**config.mk**
```make
export PLATFORM = sky130hd
export DESIGN_NAME = mem_port_arbiter_flat
export DESIGN_NICKNAME = d
export VERILOG_FILES = /design/src/rtl/mem_arb_pkg.sv /design/src/rtl/mem_port_arbiter_if.sv /design/src/rtl/mem_arb_select.sv /design/src/rtl/mem_port_arbiter.sv /design/src/flat_wrapper.sv
export SDC_FILE = /design/constraint.sdc
export NUM_CORES = 1
export LEC_CHECK = 0
export BUFFER_PORTS_ARGS = -buffer_cell sky130_fd_sc_hd__buf_2
export CORE_AREA = 2 2 105 107
export DETAILED_ROUTE_END_ITERATION = 16
export DIE_AREA = 0 0 107 109
export MAX_ROUTING_LAYER = met4
export PLACE_DENSITY = 0.69
export SETUP_SLACK_MARGIN = 0.2
export SYNTH_ARGS = -nofsm -noshare
export SYNTH_HDL_FRONTEND = slang
export SYNTH_SLANG_ARGS = --single-unit
export TNS_END_PERCENT = 20
```
**constraint.sdc**
```tcl
create_clock -name clk -period 3.5 [get_ports clk]
set_input_delay 0 -clock clk [delete_from_list [all_inputs] [get_ports clk]]
set_output_delay 0 -clock clk [all_outputs]
set_load 0.005 [all_outputs]
```
**src/rtl/mem_arb_pkg.sv**
```systemverilog
// Shared types for the unified-memory port arbiter: FSM state and transaction owner.
package mem_arb_pkg;

  typedef enum logic {
    IDLE = 1'b0,
    WAIT = 1'b1
  } state_e;

  typedef enum logic {
    OWN_IF = 1'b0,
    OWN_D  = 1'b1
  } owner_e;

endpackage

```
**src/rtl/mem_port_arbiter_if.sv**
```systemverilog
// Bundle of requester-side (fetch, load/store) and memory-macro-side signals of the arbiter.
interface mem_port_arbiter_if #(
  parameter int ADDR_W = 32,
  parameter int DATA_W = 32
);
  logic              if_req;
  logic [ADDR_W-1:0] if_addr;
  logic              if_gnt;
  logic              if_rvalid;
  logic [DATA_W-1:0] if_rdata;
  logic              d_req;
  logic              d_we;
  logic [ADDR_W-1:0] d_addr;
  logic [DATA_W-1:0] d_wdata;
  logic              d_gnt;
  logic              d_rvalid;
  logic [DATA_W-1:0] d_rdata;
  logic              mem_en;
  logic              mem_we;
  logic [ADDR_W-1:0] mem_addr;
  logic [DATA_W-1:0] mem_wdata;
  logic [DATA_W-1:0] mem_rdata;

  modport slave (
    input  if_req, if_addr, d_req, d_we, d_addr, d_wdata, mem_rdata,
    output if_gnt, if_rvalid, if_rdata, d_gnt, d_rvalid, d_rdata,
           mem_en, mem_we, mem_addr, mem_wdata
  );

  modport master (
    output if_req, if_addr, d_req, d_we, d_addr, d_wdata, mem_rdata,
    input  if_gnt, if_rvalid, if_rdata, d_gnt, d_rvalid, d_rdata,
           mem_en, mem_we, mem_addr, mem_wdata
  );
endinterface

```
**src/rtl/mem_arb_select.sv**
```systemverilog
// Combinational winner pick: data has priority unless fetch has waited out a full data streak.
module mem_arb_select #(
  parameter int MAX_DATA_STREAK = 4,
  parameter int STREAK_W        = 3
) (
  input  logic                i_if_req,
  input  logic                i_d_req,
  input  logic [STREAK_W-1:0] i_streak,
  output logic                o_if_win,
  output logic                o_d_win
);

  logic w_if_starved;

  assign w_if_starved = i_if_req && (i_streak == STREAK_W'(MAX_DATA_STREAK));
  assign o_d_win      = i_d_req && !w_if_starved;
  assign o_if_win     = i_if_req && !o_d_win;

endmodule

```
**src/rtl/mem_port_arbiter.sv**
```systemverilog
// Shares one fixed-latency single-port memory between instruction fetch and the load/store path,
// one transaction in flight at a time, read data routed back to the owning requester.
module mem_port_arbiter
  import mem_arb_pkg::*;
#(
  parameter int ADDR_W          = 32,
  parameter int DATA_W          = 32,
  parameter int MEM_LAT         = 2,
  parameter int MAX_DATA_STREAK = 4
) (
  input  logic                clk,
  input  logic                rst,
  mem_port_arbiter_if.slave   bus
);

  localparam int CNT_W    = $clog2(MEM_LAT + 1);
  localparam int STREAK_W = $clog2(MAX_DATA_STREAK + 1);

  state_e              r_state;
  owner_e              r_owner;
  logic                r_we;
  logic [CNT_W-1:0]    r_cnt;
  logic [STREAK_W-1:0] r_streak;
  logic                r_if_rvalid;
  logic                r_d_rvalid;
  logic [DATA_W-1:0]   r_if_rdata;
  logic [DATA_W-1:0]   r_d_rdata;

  logic w_idle;
  logic w_if_win;
  logic w_d_win;
  logic w_if_gnt;
  logic w_d_gnt;
  logic w_store;

  mem_arb_select #(
    .MAX_DATA_STREAK (MAX_DATA_STREAK),
    .STREAK_W        (STREAK_W)
  ) u_select (
    .i_if_req (bus.if_req),
    .i_d_req  (bus.d_req),
    .i_streak (r_streak),
    .o_if_win (w_if_win),
    .o_d_win  (w_d_win)
  );

  // Grants are combinational from IDLE; holding them low while rst is high keeps the bus quiet.
  assign w_idle   = (r_state == IDLE) && !rst;
  assign w_if_gnt = w_idle && w_if_win;
  assign w_d_gnt  = w_idle && w_d_win;
  assign w_store  = w_d_gnt && bus.d_we;

  assign bus.if_gnt    = w_if_gnt;
  assign bus.d_gnt     = w_d_gnt;
  assign bus.mem_en    = w_if_gnt || w_d_gnt;
  assign bus.mem_we    = w_store;
  assign bus.mem_addr  = w_d_gnt  ? bus.d_addr  :
                         w_if_gnt ? bus.if_addr : '0;
  assign bus.mem_wdata = w_store  ? bus.d_wdata : '0;

  assign bus.if_rvalid = r_if_rvalid;
  assign bus.if_rdata  = r_if_rdata;
  assign bus.d_rvalid  = r_d_rvalid;
  assign bus.d_rdata   = r_d_rdata;

  // NOTE: state uses non-blocking assignments so every register samples pre-edge values;
  // the rdata registers are plain flops (not a memory array), so resetting them is cheap and defined.
  always_ff @(posedge clk or posedge rst) begin
    if (rst) begin
      r_state     <= IDLE;
      r_owner     <= OWN_IF;
      r_we        <= 1'b0;
      r_cnt       <= '0;
      r_streak    <= '0;
      r_if_rvalid <= 1'b0;
      r_d_rvalid  <= 1'b0;
      r_if_rdata  <= '0;
      r_d_rdata   <= '0;
    end else begin
      r_if_rvalid <= 1'b0;
      r_d_rvalid  <= 1'b0;
      if (r_state == IDLE) begin
        if (w_if_gnt || w_d_gnt) begin
          r_state <= WAIT;
          r_owner <= w_d_gnt ? OWN_D : OWN_IF;
          r_we    <= w_store;
          r_cnt   <= CNT_W'(MEM_LAT - 1);
          if (w_d_gnt && bus.if_req) begin
            if (r_streak != STREAK_W'(MAX_DATA_STREAK))
              r_streak <= r_streak + 1'b1;
          end else begin
            r_streak <= '0;
          end
        end
      end else if (r_cnt == '0) begin
        r_state <= IDLE;
        if (r_owner == OWN_IF) begin
          r_if_rvalid <= 1'b1;
          r_if_rdata  <= bus.mem_rdata;
        end else begin
          r_d_rvalid <= 1'b1;
          if (!r_we)
            r_d_rdata <= bus.mem_rdata;
        end
      end else begin
        r_cnt <= r_cnt - 1'b1;
      end
    end
  end

endmodule

```
**src/flat_wrapper.sv**
```systemverilog
// flat-port wrapper written by rule: the top's interface ports become plain ports
module mem_port_arbiter_flat import mem_arb_pkg::*;
#(
  parameter int ADDR_W          = 32,
  parameter int DATA_W          = 32,
  parameter int MEM_LAT         = 2,
  parameter int MAX_DATA_STREAK = 4
)
  (clk, rst, bus_if_req, bus_if_addr, bus_d_req, bus_d_we, bus_d_addr, bus_d_wdata, bus_mem_rdata, bus_if_gnt, bus_if_rvalid, bus_if_rdata, bus_d_gnt, bus_d_rvalid, bus_d_rdata, bus_mem_en, bus_mem_we, bus_mem_addr, bus_mem_wdata);
  mem_port_arbiter_if #(.ADDR_W(ADDR_W), .DATA_W(DATA_W)) bus_i ();
  input  logic clk;
  input  logic rst;
  input wire logic [$bits(bus_i.if_req)-1:0] bus_if_req;
  input wire logic [$bits(bus_i.if_addr)-1:0] bus_if_addr;
  input wire logic [$bits(bus_i.d_req)-1:0] bus_d_req;
  input wire logic [$bits(bus_i.d_we)-1:0] bus_d_we;
  input wire logic [$bits(bus_i.d_addr)-1:0] bus_d_addr;
  input wire logic [$bits(bus_i.d_wdata)-1:0] bus_d_wdata;
  input wire logic [$bits(bus_i.mem_rdata)-1:0] bus_mem_rdata;
  output wire logic [$bits(bus_i.if_gnt)-1:0] bus_if_gnt;
  output wire logic [$bits(bus_i.if_rvalid)-1:0] bus_if_rvalid;
  output wire logic [$bits(bus_i.if_rdata)-1:0] bus_if_rdata;
  output wire logic [$bits(bus_i.d_gnt)-1:0] bus_d_gnt;
  output wire logic [$bits(bus_i.d_rvalid)-1:0] bus_d_rvalid;
  output wire logic [$bits(bus_i.d_rdata)-1:0] bus_d_rdata;
  output wire logic [$bits(bus_i.mem_en)-1:0] bus_mem_en;
  output wire logic [$bits(bus_i.mem_we)-1:0] bus_mem_we;
  output wire logic [$bits(bus_i.mem_addr)-1:0] bus_mem_addr;
  output wire logic [$bits(bus_i.mem_wdata)-1:0] bus_mem_wdata;
  assign bus_i.if_req = bus_if_req;
  assign bus_i.if_addr = bus_if_addr;
  assign bus_i.d_req = bus_d_req;
  assign bus_i.d_we = bus_d_we;
  assign bus_i.d_addr = bus_d_addr;
  assign bus_i.d_wdata = bus_d_wdata;
  assign bus_i.mem_rdata = bus_mem_rdata;
  assign bus_if_gnt = bus_i.if_gnt;
  assign bus_if_rvalid = bus_i.if_rvalid;
  assign bus_if_rdata = bus_i.if_rdata;
  assign bus_d_gnt = bus_i.d_gnt;
  assign bus_d_rvalid = bus_i.d_rvalid;
  assign bus_d_rdata = bus_i.d_rdata;
  assign bus_mem_en = bus_i.mem_en;
  assign bus_mem_we = bus_i.mem_we;
  assign bus_mem_addr = bus_i.mem_addr;
  assign bus_mem_wdata = bus_i.mem_wdata;
  mem_port_arbiter #(.ADDR_W(ADDR_W), .DATA_W(DATA_W), .MEM_LAT(MEM_LAT), .MAX_DATA_STREAK(MAX_DATA_STREAK)) u_core (.clk(clk), .rst(rst), .bus(bus_i));
endmodule
```
==> reports/metrics.csv, run 1 <==
stage,metric,value,unit
logic_synthesis,Post-Syn Nets,396,
logic_synthesis,"Seq/Total Area, Yosys",0.532,
pwr,peak supply drop,0.000310,V
clock_network,TritonCTS clock tree,built,
drt,drt pass-1 iters,4,
critical_path,kind of critical path,reg -> out,
clock_network,Clock Path Buffers,2,
cells_and_area,nets@finish,694,
logic_synthesis,"Avg Cell Area, Syn",13.4,µm²
floorplanning,Initial Utilization,0.329,
outcome,outcome,completed,
drt,WL met2,5280,µm
drt,detailed-route wire length per cell,14.5,µm
cells_and_area,post-route cell area,5490,µm²
logic_synthesis,Synth Cell Area,3480,µm²
timing,Final min period,2.19,ns
grt,first-pass GRT wire length,15200,µm
drt,vias,3310,
drt,residual DRC count,0,
critical_path,startpoint types,flip-flop,
placed_design,Final Wtd Congestion,0.755,
drt,Iteration-0 DRC Markers,154,
clock_network,"Clk Latency, worst-skew pair",0.34,ns
clock_network,Setup Buffers After CTS,0,
timing,Worst Max-Slew Pin Slew,0.933,ns
floorplanning,# rows,38,
critical_path,slowest CP cell,dfrtp_1,
pwr,Pleak,3.08,nW
clock_network,CTS Buf Count,9,
cells_and_area,# fillers,952,
cells_and_area,ANT cells,0,
clock_network,CTS sink cnt,74,
timing,Setup TNS,0,ns
timing,Slew HR,0.378,
placed_design,dpl cell area,4900,µm²
drt,Vias/cell,4.71,
floorplanning,I/O Pins,267,
cells_and_area,"commonest non-fill, non-tap cell in the layout",buf_2,
cells_and_area,Area Overhead vs Synth,57.7,%
critical_path,worst path cell trace,"inv_1, ha_1, nand2_2, a2111oi_4, buf_4, a22o_1, buf_2",
floorplanning,die height,109,µm
critical_path,crit path max fanout,34,
timing,clock skew,0.0133,ns
drt,remaining antenna violation count,0,
floorplanning,Die W,107,µm
critical_path,worst stage delay on the critical path,0.39,ns
logic_synthesis,Synth Warn #,0,
clock_network,clk slew on worst S/H paths,0.08,ns
pwr,Power Density,685,nW/µm²
timing,unrepaired setup endpoints after global routing,no,
critical_path,"Largest delay share family, worst path",compound AO/OA/AOI/OAI gates,
drt,highest routed layer,met4,
hold_path,Hold Crit Class,in -> reg,
grt,total track usage,0.170,
cells_and_area,share of layout cells above drive strength 1,0.647,
timing,max-slew violations,0,
floorplanning,die area,11700,µm²
critical_path,critical path arrival,2.19,ns
critical_path,R2R Path Start,u_core.r_cnt[1],
clock_network,H-Tree Depth,3,
drt,Met1 Wirelength,4100,µm
drt,Total Routed Length,10200,µm
timing,Hold Slack,0.203,ns
critical_path,"Req. time, crit path",3.50,ns
logic_synthesis,Yosys cell types,27,
grt,largest net degree at the start of global routing,67,
drt,DR WL met3,744,µm
run,max-cap violations,0,
timing,Fin. Hold Viols,0,
critical_path,worst path bufs/invs,3,
placed_design,IO Port Bufs,266,
grt,initial antenna violation count,0,
logic_synthesis,Cells after Synth,260,
timing,fmax,0.456,GHz
clock_network,clock root buffer,clkbuf_8,
hold_path,HP Start,bus_d_we,
logic_synthesis,number of synthesized register bits,74,
floorplanning,core box area,10600,µm²
critical_path,worst setup path start,u_core.r_streak[0],
critical_path,Setup crit end kind,output port,
timing,final number of setup-violating endpoints,0,
timing,Final period util,0.627,
cells_and_area,most frequent cells in the layout,"buf_2 (266), dfrtp_1 (74), mux2_2 (54), dlygate4sd3_1 (36), and3_1 (33)",
grt,vias in the first global route,3204,
grt,gr ovfl total,0,
## worst paths after layout
path / to / slack (ns) / depth (start not counted)
worst max register to register: u_core.bus.d_rdata[30] / 1.49 / 5
worst max-delay path: bus_mem_addr[14] / 1.31 / 7
min in group asynchronous: u_core.bus.d_rdata[10] / 0.44 / 3
worst min register to register: u_core.bus.if_rdata[30] / 0.50 / 1
worst min-delay path: u_core.r_we / 0.20 / 2
max in group asynchronous: u_core.bus.d_rdata[23] / 2.26 / 4
## sequential cells by signal (all words and copies together), names as in the netlist
name	count
u_core.bus.if_rvalid	1
u_core.r_streak	3
u_core.bus.d_rdata	32
u_core.r_cnt	2
u_core.r_we	1
u_core.bus.d_rvalid	1
u_core.bus.if_rdata	32
u_core.r_owner	1
u_core.r_state	1
## logic make-up (layout without fill, tap and decap cells)
logic type / count (synthesis) / after routing / share of synthesized area
compound gates: 41 / 41 / 0.108
xor+xnor: 1 / 1 / 0.00251
fa+ha+maj: 3 / 3 / 0.0108
buf+inv: 31 / 334 / 0.0496
flops: 74 / 74 / 0.532
mux: 65 / 65 / 0.221
simple gates: 45 / 45 / 0.0772
## cell type report
cell class,count,area (µm²),area share
clock inverter,6,95.1,0.0173
clock buffer,10,138,0.0251
multi-input combinational,155,1460,0.266
timing repair buffer,307,1730,0.315
inverter,11,41.3,0.00752
tap,140,175,0.0319
sequential,74,1850,0.337
## per-stage QoR
stage,utilization,power [mW],std cells,worst slack (ns)
after global placement,0.462,2.94,651,1.52
after CTS,0.518,3.80,703,1.28
after floorplan,-,2.33,260,1.62
after detailed placement,0.462,3.01,651,1.47
after global routing,0.518,4.02,703,1.18
final,0.518,3.76,703,1.31
## power breakdown
group	internal [mW]	switching, mW	leakage (nW)
sequential	1.28	0.212	0.873
clock	0.429	0.328	0.117
combinational	0.899	0.612	2.09
total	2.61	1.15	3.08
## routing by layer
layer / vias to the layer above / track usage
li1: 1549 / -
met1: 1586 / 0.205
met2: 166 / 0.290
met3: 9 / 0.0305
met4: 0 / 0.0547
met5: - / -
## synth_stat cells
cell type  count  area [µm²]
o22ai_1        3        18.8
o21ai_0        1        5.00
nand2_1        4        15.0
mux2i_1        1        10.0
mux2_4        10         150
a22o_2         9        90.1
a2111oi_4      1        27.5
dfrtp_1       74        1850
nand2b_1       2        12.5
a31oi_1        1        6.26
xnor2_1        1        8.76
nand3_1        1        5.00
nand4_1        1        6.26
buf_2          9        45.0
nor3b_1        1        7.51
inv_1         11        41.3
and3_1        33         206
buf_6          6        67.6
nand2_2        1        6.26
o21bai_1       1        7.51
nor2_1         1        3.75
a22o_1        24         210
o211a_1        1        10.0
clkbuf_1       5        18.8
and2_1         1        6.26
mux2_2        54         608
ha_1           3        37.5
## repair_timing
action	CTS	global route
endpoints found under the setup margin	0	0
hold buffers	36	0
endpoints found under the hold margin	109	0
gates resized for setup	0	0
(Power assumes the default switching activity.)
==> run 2: changes to the inputs <==
CORE_AREA = not set   (was 2 2 105 107)
CORE_ASPECT_RATIO = 0.6   (was not set)
CORE_MARGIN = 2   (was not set)
CORE_UTILIZATION = 36   (was not set)
DIE_AREA = not set   (was 0 0 107 109)
PLACE_DENSITY = 0.77   (was 0.69)
clock period = 1.9 ns   (was 3.5 ns; I/O delays follow)
==> reports/metrics.csv, run 2 (synthesized netlist as in run 1, its figures left out) <==
stage,metric,value,unit
outcome,outcome,"complete, but fails checks",
outcome,failing checks,setup timing,
timing,unrepaired setup endpoints after global routing,yes,
grt,initial antenna violation count,3,
clock_network,H-Tree Depth,3,
floorplanning,I/O Pins,267,
cells_and_area,Area Overhead vs Synth,67.2,%
timing,Worst Max-Slew Pin Slew,0.577,ns
cells_and_area,# fillers,715,
critical_path,crit path max fanout,17,
pwr,Power Density,1310,nW/µm²
grt,total track usage,0.235,
placed_design,IO Port Bufs,266,
floorplanning,die area,10500,µm²
cells_and_area,nets@finish,702,
drt,vias,3466,
timing,Hold Slack,0.0659,ns
critical_path,critical path arrival,2.00,ns
clock_network,"Clk Latency, worst-skew pair",0.33,ns
floorplanning,Initial Utilization,0.375,
critical_path,kind of critical path,reg -> out,
grt,first-pass GRT wire length,18000,µm
pwr,Tot Pwr,7.65,mW
drt,detailed-route wire length per cell,17.8,µm
cells_and_area,most frequent cells in the layout,"buf_2 (264), dfrtp_1 (73), mux2_2 (54), dlygate4sd3_1 (35), and3_1 (32)",
clock_network,CTS Buf Count,9,
placed_design,Inst Count DP,643,
floorplanning,Die W,131,µm
cells_and_area,Storage cell area,1850,µm²
drt,Total Routed Length,12600,µm
timing,Final min period,2.00,ns
timing,Slew HR,0.615,
drt,drt pass-1 iters,4,
critical_path,startpoint types,flip-flop,
drt,remaining antenna violation count,0,
floorplanning,core box area,9290,µm²
placed_design,Final Wtd Congestion,0.818,
grt,largest net degree at the start of global routing,69,
critical_path,"Req. time, crit path",1.90,ns
placed_design,dpl hpwl,9070,µm
timing,fmax,0.501,GHz
grt,vias in the first global route,3376,
clock_network,clk slew on worst S/H paths,0.06,ns
pwr,peak supply drop,0.000689,V
run,max-cap violations,0,
cells_and_area,Layout Cells excl Fill,705,
cells_and_area,share of layout cells above drive strength 1,0.665,
critical_path,R2R Setup Slk,0.30,ns
clock_network,TritonCTS clock tree,built,
clock_network,Clock Path Buffers,2,
hold_path,Hold Crit Class,in -> reg,
timing,max-slew violations,0,
floorplanning,die height,80.2,µm
timing,Final period util,1.05,
clock_network,CTS sink cnt,74,
critical_path,Setup crit end kind,output port,
pwr,Pleak,3.21,nW
drt,residual DRC count,0,
critical_path,worst stage delay on the critical path,0.40,ns
cells_and_area,"commonest non-fill, non-tap cell in the layout",buf_2,
critical_path,worst path cell trace,"inv_2, ha_4, nand2_4, a2111oi_4, bufbuf_16, a22o_1, buf_2",
timing,clock skew,0.00635,ns
timing,Final WS setup,-0.0967,ns
grt,gr ovfl total,0,
timing,final number of setup-violating endpoints,32,
clock_network,clock root buffer,clkbuf_16,
timing,Fin. Hold Viols,0,
cells_and_area,multi-input logic area,1510,µm²
timing,Setup TNS,-2.27,ns
cells_and_area,Final Util,0.627,
floorplanning,# rows,27,
drt,Vias/cell,4.92,
critical_path,slowest CP cell,dfrtp_1,
drt,Iteration-0 DRC Markers,252,
## run 2: changes by cell type in the layout (fill, tap and decap cells not counted), moves of 3 or more
cell and change:
buf_12 +5, buf_6 +3, clkbuf_16 +10, clkbuf_8 -10, diode_2 +5
## run 2: worst max-delay path, delay by kind of cell (launching register included)
kind / cells / cell delay, ns
simple gates: 1 / 0.06
buf+inv: 3 / 0.56
compound gates: 2 / 0.49
flops: 1 / 0.40
fa+ha+maj: 1 / 0.15
## run 2: layer usage
metal  share of wire  global-route usage  wire, µm  up-vias
li1                -                   -         -     1577
met5               0                   -         0        -
met4          0.0056              0.0500        70        0
met2            0.46               0.331      5760      175
met3            0.10              0.0773      1270       11
met1            0.44               0.330      5480     1703
## run 2: final cells by class
cell class,instances,share of cell area
antenna,5,0.00215
clock buffer,9,0.0387
clock inverter,6,0.0155
inverter,11,0.00773
multi-input combinational,155,0.259
sequential,74,0.318
tap,130,0.0279
timing repair buffer,315,0.331
## run 2: timing repair
action                     in CTS  in global routing
setup endpoints to repair      68                 69
buffers inserted                3                  1
pin swaps                      15                 14
hold endpoints to repair       88                  0
gates resized for setup         9                  6
hold buffers                   35                  0
cloned                          2                  1
## run 2: final timing paths
kind                                        start                endpoint  cells past startpoint
max in group asynchronous                     rst   u_core.bus.d_rdata[6]                      4
min in group asynchronous                     rst          u_core.r_owner                      3
setup / recovery               u_core.r_streak[0]        bus_mem_addr[19]                      7
hold reg to reg            u_core.bus.d_rdata[31]  u_core.bus.d_rdata[31]                      1
hold / removal                          bus_d_req      u_core.r_streak[1]                      3
setup reg to reg                  u_core.r_cnt[0]  u_core.bus.d_rdata[16]                      6
## run 2: power by group
part / total, mW / internal (mW) / switching (mW)
Clock: 1.80 / 1.15 / 0.655
Combinational: 3.06 / 1.83 / 1.23
Sequential: 2.79 / 2.37 / 0.414
## run 2: per-stage QoR
step / area (µm²) / setup slack, ns
floorplan: 3490 / 0.303
global placement: 4970 / 0.246
detailed placement: 4970 / 0.198
CTS: 5750 / -0.0442
global route: 5820 / -0.201
finish: 5830 / -0.0967
